$ cat src/rtl/adder_bench_pkg.sv
// Shared widths and FSM state encoding for the adder benchmark blocks.
package adder_bench_pkg;

  localparam int ADDER_WIDTH = 81;
  localparam int SUM_WIDTH   = ADDER_WIDTH + 1;

  typedef enum logic [1:0] {
    ST_IDLE  = 2'd0,
    ST_ACCUM = 2'd1,
    ST_DONE  = 2'd2
  } state_t;

endpackage

$ cat src/rtl/adder_acc_datapath.sv
// Accumulator datapath: running total, sticky carry-out flag and beat count.
// clear zeroes everything; load_beat folds one zero-extended sum into the total.
module adder_acc_datapath #(
  parameter int SUM_WIDTH   = 82,
  parameter int ACC_WIDTH   = 96,
  parameter int COUNT_WIDTH = 8
) (
  input  logic                   clk,
  input  logic                   rst_n,
  input  logic                   clear,
  input  logic                   load_beat,
  input  logic [SUM_WIDTH-1:0]   sum,
  output logic [ACC_WIDTH-1:0]   acc,
  output logic [COUNT_WIDTH-1:0] count,
  output logic                   overflow
);

  // One extra bit on the adder captures the carry out of the accumulator.
  logic [ACC_WIDTH:0] sum_ext;
  logic [ACC_WIDTH:0] add_res;

  assign sum_ext = (ACC_WIDTH + 1)'(sum);
  assign add_res = {1'b0, acc} + sum_ext;

  // Accumulator, count and sticky overflow registers.
  always_ff @(posedge clk or negedge rst_n) begin
    if (!rst_n) begin
      acc      <= '0;
      count    <= '0;
      overflow <= 1'b0;
    end else if (clear) begin
      acc      <= '0;
      count    <= '0;
      overflow <= 1'b0;
    end else if (load_beat) begin
      acc      <= add_res[ACC_WIDTH-1:0];
      count    <= count + COUNT_WIDTH'(1);
      overflow <= overflow | add_res[ACC_WIDTH];
    end
  end

endmodule

$ cat src/rtl/adder_sum_accumulator.sv
// Batch accumulator for registered adder sums.
// Handshakes: a transfer happens on a rising edge where valid && ready are
// both high. in_ready and out_valid are decoded from the state register only,
// so neither depends combinationally on any input. Once out_valid is high the
// result stays stable until out_ready is seen.
module adder_sum_accumulator
  import adder_bench_pkg::*;
#(
  parameter int SUM_WIDTH   = adder_bench_pkg::SUM_WIDTH,
  parameter int ACC_WIDTH   = 96,
  parameter int COUNT_WIDTH = 8
) (
  input  logic                   clk,
  input  logic                   rst_n,
  input  logic                   start,
  input  logic [COUNT_WIDTH-1:0] num_items,
  input  logic                   in_valid,
  output logic                   in_ready,
  input  logic [SUM_WIDTH-1:0]   in_sum,
  output logic                   out_valid,
  input  logic                   out_ready,
  output logic [ACC_WIDTH-1:0]   out_acc,
  output logic [COUNT_WIDTH-1:0] out_count,
  output logic                   out_overflow,
  output logic                   busy,
  output logic [1:0]             dbg_state
);

  if (ACC_WIDTH < SUM_WIDTH) begin : g_width_check
    $error("adder_sum_accumulator: ACC_WIDTH must be >= SUM_WIDTH");
  end

  state_t                 state;
  state_t                 state_nxt;
  logic [COUNT_WIDTH-1:0] target;
  logic                   dp_clear;
  logic                   dp_load;
  logic                   beat;

  assign beat = in_valid & in_ready;

  // Next-state and datapath control decode.
  always_comb begin
    state_nxt = state;
    dp_clear  = 1'b0;
    dp_load   = 1'b0;
    case (state)
      ST_IDLE: begin
        if (start) begin
          dp_clear  = 1'b1;
          state_nxt = (num_items == '0) ? ST_DONE : ST_ACCUM;
        end
      end
      ST_ACCUM: begin
        if (beat) begin
          dp_load = 1'b1;
          if ((out_count + COUNT_WIDTH'(1)) == target) begin
            state_nxt = ST_DONE;
          end
        end
      end
      ST_DONE: begin
        if (out_ready) begin
          state_nxt = ST_IDLE;
        end
      end
      default: state_nxt = ST_IDLE;
    endcase
  end

  // State register.
  always_ff @(posedge clk or negedge rst_n) begin
    if (!rst_n) begin
      state <= ST_IDLE;
    end else begin
      state <= state_nxt;
    end
  end

  // Batch length is captured only when a start is accepted in IDLE.
  always_ff @(posedge clk or negedge rst_n) begin
    if (!rst_n) begin
      target <= '0;
    end else if (state == ST_IDLE && start) begin
      target <= num_items;
    end
  end

  adder_acc_datapath #(
    .SUM_WIDTH  (SUM_WIDTH),
    .ACC_WIDTH  (ACC_WIDTH),
    .COUNT_WIDTH(COUNT_WIDTH)
  ) u_datapath (
    .clk      (clk),
    .rst_n    (rst_n),
    .clear    (dp_clear),
    .load_beat(dp_load),
    .sum      (in_sum),
    .acc      (out_acc),
    .count    (out_count),
    .overflow (out_overflow)
  );

  assign in_ready  = (state == ST_ACCUM);
  assign out_valid = (state == ST_DONE);
  assign busy      = (state != ST_IDLE);
  assign dbg_state = state;

endmodule

$ cat config.mk
export PLATFORM = sky130hd
export DESIGN_NAME = adder_sum_accumulator
export DESIGN_NICKNAME = d
export VERILOG_FILES = /design/src/rtl/adder_bench_pkg.sv /design/src/rtl/adder_acc_datapath.sv /design/src/rtl/adder_sum_accumulator.sv
export SDC_FILE = /design/constraint.sdc
export NUM_CORES = 1
export LEC_CHECK = 0
export ABC_AREA = 1
export CAP_MARGIN = 20
export CORE_MARGIN = 1.5
export CORE_UTILIZATION = 40
export CTS_CLUSTER_SIZE = 20
export DETAILED_ROUTE_END_ITERATION = 10
export GPL_TIMING_DRIVEN = 0
export MAX_ROUTING_LAYER = met4
export PLACE_DENSITY_LB_ADDON = 0.05
export SYNTH_ARGS = -nofsm -noshare
export SYNTH_HDL_FRONTEND = slang
export SYNTH_HIERARCHICAL = 1
export SYNTH_SLANG_ARGS = --single-unit
$ cat constraint.sdc
create_clock -name clk -period 2.9 [get_ports clk]
set_clock_uncertainty 0.2 [all_clocks]
set_input_delay 0.435 -clock clk [delete_from_list [all_inputs] [get_ports clk]]
set_output_delay 0.435 -clock clk [all_outputs]
set_load 0.05 [all_outputs]
==> results.json <==
{
  "outcome": "complete, no violations",
  "max_clock_freq_ghz": 0.348,
  "placer_congestion": 1.06,
  "clock_sinks": 115,
  "worst_setup_hold_path_clk_slew_ns": 0.06,
  "timing_worst_slew_pin_value_ns": 0.571,
  "drt-vias-per-instance": 5.00,
  "drv.max_cap_violation_count": 0,
  "clk_latency_ns": 0.46,
  "n_fill_cell": 3568,
  "antenna_found_initial": 0,
  "synth-seq-area-share_pct": 21.7,
  "num_cts_buffers": 17,
  "cts-htree-levels": 4,
  "yosysWarnings": 6,
  "slew_viol_final": 0,
  "syn_to_final_growth_pct": 25.8,
  "leftover_overflow_at_the_end_of_global_routing": 0,
  "end_kind": "flip-flop",
  "clk_path_buf_depth": 2,
  "power.leakage_uw": 0.00898,
  "finalSetupViolations": 0,
  "synth_flop_cell": "sky130_fd_sc_hd__dfrtp_1",
  "die_width_um": 185,
  "setup_repair_after_global_routing_missed_its_margin": "true",
  "async_flop_share_pct": 100,
  "fp.coreArea_um2": 32500,
  "critPathRequiredTime_ns": 3.04,
  "timing_worst_setup_path_type": "reg2reg",
  "hpwl_after_detailed_placement_um": 45900,
  "finish.cell_count_without_fillers": 3061,
  "synth-seq-cells": 115,
  "die_height_um": 185,
  "p_per_area_nw_per_um2": 1100,
  "first_pass_grt_wire_length_um": 80200,
  "row_count": 66,
  "setup_tns_ns": 0,
  "hold_violations": 0,
  "grt_util_all_layers_pct": 32.8,
  "dr_total_vias": 15292,
  "synthMostInstantiatedCell": "sky130_fd_sc_hd__nand2_1",
  "tritoncts": "built",
  "synth_area_leaders": "sky130_fd_sc_hd__nand2_1, sky130_fd_sc_hd__dfrtp_1, sky130_fd_sc_hd__inv_1, sky130_fd_sc_hd__ha_1, sky130_fd_sc_hd__nor2_1",
  "synthCells": 2380,
  "pre_antenna_drt_iters": 6,
  "synthDistinctLibCells": 43,
  "drive_above_1_share_pct": 9.09,
  "io_pins": 205,
  "synthesis.area_um2": 13300,
  "antenna_cells": 0,
  "synthTopCellsByCount": "sky130_fd_sc_hd__nand2_1, sky130_fd_sc_hd__inv_1, sky130_fd_sc_hd__nor2_1",
  "max_slew_margin_pct": 61.9,
  "synth_enable_flop_cells": 0,
  "routed_wirelength_um": 54100,
  "nNetsFinal": 2786,
  "remaining_drc_errors": 0,
  "final.min_clock_period_ns": 2.88,
  "antenna_violating_nets_post_route": 0,
  "place_inst": 3027,
  "dr.first_iter.drc_count": 1382,
  "final_core_util_pct": 51.2,
  "grt_start_max_net_pins": 62,
  "finalCritPeriodShare_pct": 99.2,
  "timing.hold.worst.class": "in2async",
  "post-synth-top-area-fraction_pct": 27.1,
  "startpoint_type": "flip-flop",
  "wire_per_inst_um": 17.7,
  "worst_ir_drop_vdd_mv": 0.675,
  "cts.root.buffer_cell": "sky130_fd_sc_hd__clkbuf_16",
  "synthesis.nets": 2560,
  "syn-mean-instance-area_um2": 5.57,
  "worstPathArrival_ns": 3.02,
  "floorplan.die_area_um2": 34200,
  "grt_pass1_vias": 14039,
  "critical_path_peak_fanout": 5,
  "initial_core_util_pct": 40.7,
  "synth.largest_area_cell": "sky130_fd_sc_hd__nand2_1",
  "port_buffers": 204
}
## logic make-up after synthesis
kind of cell,synth area share [%]
flip-flops,21.7
XOR/XNOR,0.661
AO/OA/AOI/OAI,10.3
buffers and inverters,13.3
AND/OR/NAND/NOR,45.9
adder cells (fa/ha/maj),8.08
## flip-flops by register name, indices dropped and copies added (netlist names)
signal,cells
u_datapath/acc,96
target,8
u_datapath/overflow,1
u_datapath/count,8
dbg_state,2
## worst max-delay path: stages (launching register included)
cell and delay, ns:
sky130_fd_sc_hd__dfrtp_1 0.40, sky130_fd_sc_hd__ha_1 0.41, sky130_fd_sc_hd__nand2_1 0.13, sky130_fd_sc_hd__nor2_1 0.28, sky130_fd_sc_hd__nand2_1 0.22, sky130_fd_sc_hd__nor2_1 0.20
sky130_fd_sc_hd__inv_1 0.09, sky130_fd_sc_hd__nor2_1 0.43, sky130_fd_sc_hd__nor2_1 0.14, sky130_fd_sc_hd__nand2_1 0.10, sky130_fd_sc_hd__nand2_1 0.05, sky130_fd_sc_hd__nand3_1 0.07
sky130_fd_sc_hd__nand2_1 0.06
## routing by layer
metal | global-route usage (%) | part of all wire [%] | up-vias
li1 | - | - | 7773
met3 | 7.20 | 8.0 | 82
met4 | 11.4 | 3.1 | 0
met2 | 47.8 | 42 | 532
met5 | - | 0 | -
met1 | 44.6 | 47 | 6905
## what timing repair did
| item | 4_1_cts | 5_1_grt |
|---|---|---|
| pin swaps | 1 | 0 |
| resized for setup | 12 | 54 |
| buffers inserted | 1 | 0 |
| endpoints found under the setup margin | 90 | 56 |
| endpoints found under the hold margin | 54 | 0 |
| hold buffers | 1 | 0 |
## power breakdown
group | switching, µW | total [µW] | internal, µW
sequential | 613 | 2870 | 2260
combinational | 9300 | 13400 | 4050
clock | 910 | 2140 | 1230
## layout by cell type, fill, tap and decap left out, types with 4 or more instances in the layout
cell type and n:
sky130_fd_sc_hd__nand2_1 938, sky130_fd_sc_hd__dfrtp_1 115, sky130_fd_sc_hd__o21ai_0 59, sky130_fd_sc_hd__buf_2 11, sky130_fd_sc_hd__a21oi_1 128, sky130_fd_sc_hd__ha_1 79, sky130_fd_sc_hd__nor4_1 4, sky130_fd_sc_hd__nor2_1 234
sky130_fd_sc_hd__nor3_2 17, sky130_fd_sc_hd__nor2_2 37, sky130_fd_sc_hd__and2_1 4, sky130_fd_sc_hd__clkbuf_2 5, sky130_fd_sc_hd__clkdlybuf4s50_1 203, sky130_fd_sc_hd__inv_1 405, sky130_fd_sc_hd__or2_2 9, sky130_fd_sc_hd__nand4_1 20
sky130_fd_sc_hd__a32o_1 7, sky130_fd_sc_hd__ha_2 5, sky130_fd_sc_hd__clkbuf_1 5, sky130_fd_sc_hd__xnor2_1 8, sky130_fd_sc_hd__o21ai_1 19, sky130_fd_sc_hd__nand3_2 7, sky130_fd_sc_hd__nor2_4 9, sky130_fd_sc_hd__a21oi_2 10
sky130_fd_sc_hd__inv_6 4, sky130_fd_sc_hd__o21bai_1 16, sky130_fd_sc_hd__inv_2 34, sky130_fd_sc_hd__clkbuf_16 17, sky130_fd_sc_hd__nand3b_1 8, sky130_fd_sc_hd__nor3_1 12, sky130_fd_sc_hd__nand2_2 51, sky130_fd_sc_hd__nand3_1 94
sky130_fd_sc_hd__or2_1 4
## path summary, 6_finish.rpt
path                       depth (start not counted)                           start                             end  slack [ns]
max                                               12  u_datapath/acc[68]$_DFFE_PN0P_  u_datapath/acc[77]$_DFFE_PN0P_        0.02
min                                                2                           rst_n   u_datapath/acc[4]$_DFFE_PN0P_        0.30
max reg2reg                                       12  u_datapath/acc[68]$_DFFE_PN0P_  u_datapath/acc[77]$_DFFE_PN0P_        0.02
min reg2reg                                        2  u_datapath/acc[49]$_DFFE_PN0P_  u_datapath/acc[49]$_DFFE_PN0P_        0.30
max in group asynchronous                          3                           rst_n  u_datapath/acc[81]$_DFFE_PN0P_        1.46
min in group clk                                   2  u_datapath/acc[49]$_DFFE_PN0P_  u_datapath/acc[49]$_DFFE_PN0P_        0.30
## stage by stage
step                setup slack (ns)  hold WS [ns]  cell area, µm²  total power (µW)
floorplan                      0.189       -0.0606           13300             11400
global placement               -3.74         0.294           15800             15700
detailed placement            -0.968         0.232           15900             15800
CTS                          0.00826         0.313           16500             18100
global route                 -0.0149         0.335           16700             19700
finish                        0.0233         0.299           16700             18400
## cell type report
type,count,area [µm²],area share (%)
plain buffers,22,106,0.638
clock buffers,19,453,2.72
clock inverters,13,124,0.743
inverters,442,1660,9.95
multi-input cells,1801,8800,52.8
flip-flops and latches,115,2880,17.3
well taps,442,553,3.32
repair buffers,207,2100,12.6
No activity file was read; power rests on OpenSTA's default activity.
